--- src/rtl/sram_lsu_bridge.sv ---
// sram_lsu_bridge: core load/store requests -> word-wide SRAM accesses.
// Sub-word stores become read-modify-write because the SRAM has no byte
// enables. One request in flight at a time.
// Optional feature macro: SRAM_BRIDGE_MISALIGN_TRAP_EN
//   defined   : misaligned half/word requests return error, no SRAM access
//   undefined : misaligned low address bits are forced to 0, error tied 0
`ifndef WORD_SIZE
`define WORD_SIZE 32
`endif

module sram_lsu_bridge #(
  parameter int num_words    = 4096,
  parameter int l2_num_words = 12
) (
  input  logic                      i_clk,
  input  logic                      i_rst_n,
  input  logic                      i_req_valid,
  output logic                      o_req_ready,
  input  logic                      i_req_we,
  input  logic [l2_num_words+1:0]   i_req_addr,
  input  logic [1:0]                i_req_size,
  input  logic                      i_req_unsigned,
  input  logic [`WORD_SIZE-1:0]     i_req_wdata,
  output logic                      o_resp_valid,
  input  logic                      i_resp_ready,
  output logic [`WORD_SIZE-1:0]     o_resp_rdata,
  output logic                      o_resp_error,
  output logic                      o_sram_read_enable,
  output logic [l2_num_words-1:0]   o_sram_addr_read,
  input  logic [`WORD_SIZE-1:0]     i_sram_data_read,
  output logic                      o_sram_write_enable,
  output logic [l2_num_words-1:0]   o_sram_addr_write,
  output logic [`WORD_SIZE-1:0]     o_sram_data_to_write
);

  // Depth and address width must describe the same SRAM.
  if (num_words != (1 << l2_num_words)) begin : g_bad_cfg
    $error("sram_lsu_bridge: num_words must equal 2**l2_num_words");
  end

  typedef enum logic [2:0] {IDLE, RD, DATA, WR, RESP} state_t;

  state_t                    state, state_nxt;
  logic [l2_num_words+1:0]   addr_q, addr_in;
  logic [1:0]                size_q;
  logic                      we_q, uns_q;
  logic [`WORD_SIZE-1:0]     wdata_q;   // store data, later the merged RMW word
  logic [`WORD_SIZE-1:0]     rdata_q;
  logic                      misaligned, mis_trap;
  logic [`WORD_SIZE-1:0]     merged, loaded, shifted;
  logic [l2_num_words-1:0]   waddr;

  assign waddr      = addr_q[l2_num_words+1:2];
  assign misaligned = ((i_req_size == 2'b01) && i_req_addr[0]) ||
                      (i_req_size[1] && (i_req_addr[1:0] != 2'b00));

`ifdef SRAM_BRIDGE_MISALIGN_TRAP_EN
  logic err_q;
  assign mis_trap     = misaligned;
  assign addr_in      = i_req_addr;
  assign o_resp_error = err_q;
`else
  assign mis_trap     = 1'b0;
  assign o_resp_error = 1'b0;
  // Snap misaligned addresses down to the natural boundary of the access size.
  always_comb begin
    addr_in = i_req_addr;
    if (i_req_size == 2'b01) addr_in[0] = 1'b0;
    else if (i_req_size[1])  addr_in[1:0] = 2'b00;
  end
`endif

  // Enables and addresses decode from state only, so an async reset kills them at once.
  assign o_req_ready          = (state == IDLE);
  assign o_resp_valid         = (state == RESP);
  assign o_sram_read_enable   = (state == RD);
  assign o_sram_write_enable  = (state == WR);
  assign o_sram_addr_read     = (state == RD) ? waddr : '0;
  assign o_sram_addr_write    = (state == WR) ? waddr : '0;
  assign o_sram_data_to_write = (state == WR) ? wdata_q : '0;
  assign o_resp_rdata         = rdata_q;

  // Lane insert for sub-word stores and lane extract/extend for loads (little-endian).
  always_comb begin
    merged  = i_sram_data_read;
    shifted = i_sram_data_read >> {addr_q[1:0], 3'b000};
    loaded  = i_sram_data_read;
    case (size_q)
      2'b00: begin
        if (addr_q[1:0] == 2'd0) merged[7:0]   = wdata_q[7:0];
        if (addr_q[1:0] == 2'd1) merged[15:8]  = wdata_q[7:0];
        if (addr_q[1:0] == 2'd2) merged[23:16] = wdata_q[7:0];
        if (addr_q[1:0] == 2'd3) merged[31:24] = wdata_q[7:0];
        loaded = uns_q ? {24'b0, shifted[7:0]} : {{24{shifted[7]}}, shifted[7:0]};
      end
      2'b01: begin
        if (addr_q[1]) merged[31:16] = wdata_q[15:0];
        else           merged[15:0]  = wdata_q[15:0];
        loaded = uns_q ? {16'b0, shifted[15:0]} : {{16{shifted[15]}}, shifted[15:0]};
      end
      default: begin
        merged = wdata_q;
        loaded = i_sram_data_read;
      end
    endcase
  end

  // State register.
  always_ff @(posedge i_clk or negedge i_rst_n) begin
    if (!i_rst_n) state <= IDLE;
    else          state <= state_nxt;
  end

  // Next-state: word stores skip the read, sub-word stores go RD/DATA/WR.
  always_comb begin
    state_nxt = state;
    case (state)
      IDLE: if (i_req_valid) begin
        if (mis_trap)                      state_nxt = RESP;
        else if (i_req_we && i_req_size[1]) state_nxt = WR;
        else                               state_nxt = RD;
      end
      RD:   state_nxt = DATA;
      DATA: state_nxt = we_q ? WR : RESP;
      WR:   state_nxt = RESP;
      RESP: if (i_resp_ready) state_nxt = IDLE;
      default: state_nxt = IDLE;
    endcase
  end

  // Request capture, RMW merge and load response registers.
  always_ff @(posedge i_clk or negedge i_rst_n) begin
    if (!i_rst_n) begin
      addr_q  <= '0;
      size_q  <= '0;
      we_q    <= 1'b0;
      uns_q   <= 1'b0;
      wdata_q <= '0;
      rdata_q <= '0;
`ifdef SRAM_BRIDGE_MISALIGN_TRAP_EN
      err_q   <= 1'b0;
`endif
    end else begin
      case (state)
        IDLE: if (i_req_valid) begin
          addr_q  <= addr_in;
          size_q  <= i_req_size;
          we_q    <= i_req_we;
          uns_q   <= i_req_unsigned;
          wdata_q <= i_req_wdata;
          rdata_q <= '0;
`ifdef SRAM_BRIDGE_MISALIGN_TRAP_EN
          err_q   <= mis_trap;
`endif
        end
        DATA: begin
          if (we_q) wdata_q <= merged;
          else      rdata_q <= loaded;
        end
        default: ;
      endcase
    end
  end

endmodule

--- config.mk ---
export PLATFORM = sky130hd
export DESIGN_NAME = sram_lsu_bridge
export DESIGN_NICKNAME = d
export VERILOG_FILES = /design/src/rtl/sram_lsu_bridge.sv
export SDC_FILE = /design/constraint.sdc
export NUM_CORES = 1
export LEC_CHECK = 0
export ABC_AREA = 1
export CAP_MARGIN = 10
export CORE_MARGIN = 1
export CORE_UTILIZATION = 47
export DETAILED_ROUTE_END_ITERATION = 6
export PLACE_DENSITY = 0.82
export SYNTH_ARGS = -nofsm -noshare
export SYNTH_HDL_FRONTEND = slang
export SYNTH_SLANG_ARGS = --single-unit
--- constraint.sdc ---
create_clock -name i_clk -period 1.9 [get_ports i_clk]
set_clock_uncertainty 0.1 [all_clocks]
set_input_delay 0.38 -clock i_clk [delete_from_list [all_inputs] [get_ports i_clk]]
set_output_delay 0.38 -clock i_clk [all_outputs]
set_load 0.005 [all_outputs]
==> flow_summary.toml <==
[critical_path]
critical_path_class = "reg -> out"
timing.rr.end = "o_resp_rdata[31]"
critPathCaptureType = "output pin"
reg2reg_depth = 9
worstPathMaxFanout = 5
r2r_slack_ns = -0.02
crit_arrival_ns = 1.78
r2r-start = "state[2]"
required_ns = 1.42
worstSetupStartpointType = "register"

[run]
drv_cap = 0

[cells_and_area]
fin_area_sq_mm = 0.008745
antenna-diode-count = 0
finalNetCount = 1146
instances_no_fill = 1205
post-route-util_pct = 79.62
area_growth_pct = 62.42
drive_gt1_share_pct = 26.76
fillers = 742

[yosys]
synthCells = 825
yosysUniqueCellTypes = 30
synthTopCellsByArea = "dfrtp_1 40%, nand2_1 24%, inv_1 5.9%"
postSynthNetCount = 911
ys_warn_count = 0
yosysTopAreaCell = "dfrtp_1"
yosysSeqAreaShare_pct = 39.51
ys_ff_latch = 85
synth_area_per_cell_sq_um = 6.526
syn-cell-area_sq_mm = 0.005384
yosysTopAreaCellShare_pct = 39.51

[cts]
clock_sinks = 85
cts_buffer_depth = 2
htreeDepth = 3
clk_pin_slew_worst_paths_ns = 0.07
cts-root-buf = "clkbuf_16"
cts_inserted_buffers = 9
cts_tree = "yes"
clock_latency_ns = 0.35

[timing]
relSlewSlack_pct = 55.93
slew_viol_final = 0
whs_ns = 0.3515
finalCritPeriodShare_pct = 118.7
fin_crit_ns = 2.256
setup_ws_ns = -0.3561
finalHoldViolCount = 0
setup_tns_ns = -12.88
rsz0062_at_grt = "true"
timing.fmax_ghz = 0.4432
worstMarginPinSlew_ns = 0.6603
finalSetupViolations = 62

[global_routing]
grtUsageTotal_pct = 31.84
grt_max_degree = 38
grt_antenna_before_repair = 0
grt_pass1_vias = 5800
overflow = 0
grt_pass1_wl_um = 28820

[floorplanning]
die_w_um = 109.0
die_area_sq_mm = 0.01189
coreArea_sq_mm = 0.01098
die_h_um = 109.0
boundaryPins = 179
rows = 38
initial_utilization_pct = 49.02

[placed_design]
hpwl_um = 13010
dpl.cell_count = 1140
portBuffers = 177
place_area_sq_mm = 0.007468
post-place-ws_ns = -0.2265
gp_congestion = 0.8976

[min_path]
hp-class = "in -> async"

[pwr]
p_leak_nw = 4.342
power.total_mw = 12.76
ir_drop_uv = 774.1
power.density_mw_per_mm2 = 1459

[routing]
first_pass_iters = 7
drc_errors = 19
first_iter_violations = 811
ant_nets = 0
routed_wl_um = 21700
wl_per_cell_um = 18.01
via_count = 6760
routed_via_density = 5.610

[run_status]
outcome = "finished, violations left"
violations = "design-rule violations, negative setup slack"
==> placed cells by master (no fill, tap or decap), types with 25 or more instances in the layout <==
cell type        synthesis  routed
buf_6                    6      25
nor2_4                   0      48
nand2_1                341     318
clkdlybuf4s50_1          0     116
nand3_1                 61      60
inv_1                   84      81
buf_2                   18      55
o21ai_0                 56      49
dfrtp_1                 85      84
buf_4                    7      41
==> routing by layer <==
metal / vias to the layer above / part of all wire [%] / track usage, %
li1: 3036 / - / -
met4: 0 / 5.0 / 12.07
met3: 120 / 10 / 6.396
met2: 461 / 47 / 52.25
met1: 3143 / 38 / 41.32
met5: - / 0 / 0
==> power breakdown <==
group | total (mW) | switching [mW] | internal, mW
registers | 3.12 | 0.553 | 2.57
clock network | 1.90 | 0.797 | 1.10
logic | 7.74 | 4.42 | 3.32
==> Yosys cell counts <==
cell type  count
a21oi_4        1
buf_2         18
buf_6          6
o21ai_2        2
inv_1         84
buf_1          1
nor2_1        72
buf_4          7
o21ai_0       56
or2_2         13
a31o_2         1
nand2_2        1
nand3_2        2
nor2_2         1
o22ai_1        1
clkbuf_1      11
clkinv_2       1
nor3_1         3
o21ai_1        5
a21oi_2        6
conb_1         1
nand3_1       61
inv_2          5
o211ai_1      18
a21oi_1       18
dfrtp_1       85
nor3_4         1
nand2_4        1
o21a_1         2
nand2_1      341
==> final cells by class <==
class                   count  area (sq um)  share of cell area [%]
clock inverters             4         55.05                  0.6296
repair inverters            1         7.507                 0.08585
inverters                  90         370.4                   4.235
well taps                 140         175.2                   2.003
clock buffers              12         256.5                   2.933
multi-input cells         608          3202                   36.61
flip-flops and latches     85          2128                   24.34
repair buffers            265          2550                   29.16
==> kinds of logic after synthesis <==
logic type,synth area share [%]
simple gates,37.37
buf+inv,11.04
compound gates,12.02
flops,39.51
other cells,0.06965
==> worst max-delay path by stage <==
stage	startpoint	to	slack, ns	cells past startpoint
final	state[1]	o_sram_addr_read[6]	-0.36	9
after global placement	state[2]	o_sram_data_to_write[11]	-0.14	5
after floorplan	state[2]	o_sram_data_to_write[22]	0.22	4
after detailed placement	state[2]	o_sram_data_to_write[1]	-0.23	5
after global routing	state[1]	o_sram_addr_read[3]	-0.40	8
after CTS	state[1]	o_sram_addr_read[2]	-0.26	8
==> registers in the layout, indices dropped and copies added (netlist names) <==
| name | cells |
|---|---|
| wdata_q | 32 |
| size_q | 2 |
| state | 3 |
| addr_q | 14 |
| o_resp_rdata | 32 |
| uns_q | 1 |
| we_q | 1 |
==> worst max-delay path, stage by stage, from the launching register on <==
cell and delay, ns:
dfrtp_1 0.44, buf_6 0.15, nor3_4 0.17, buf_4 0.15
buf_6 0.10, inv_8 0.04, buf_6 0.11, buf_6 0.11
nor2_4 0.06, buf_2 0.11
==> timing repair <==
action,CTS,global route
hold endpoints to repair,17,0
pin swaps,10,21
gates cloned,3,9
buffers inserted,19,21
setup endpoints to repair,61,140
hold buffers,1,0
gates resized for setup,231,203
No activity file was read; power rests on OpenSTA's default activity.
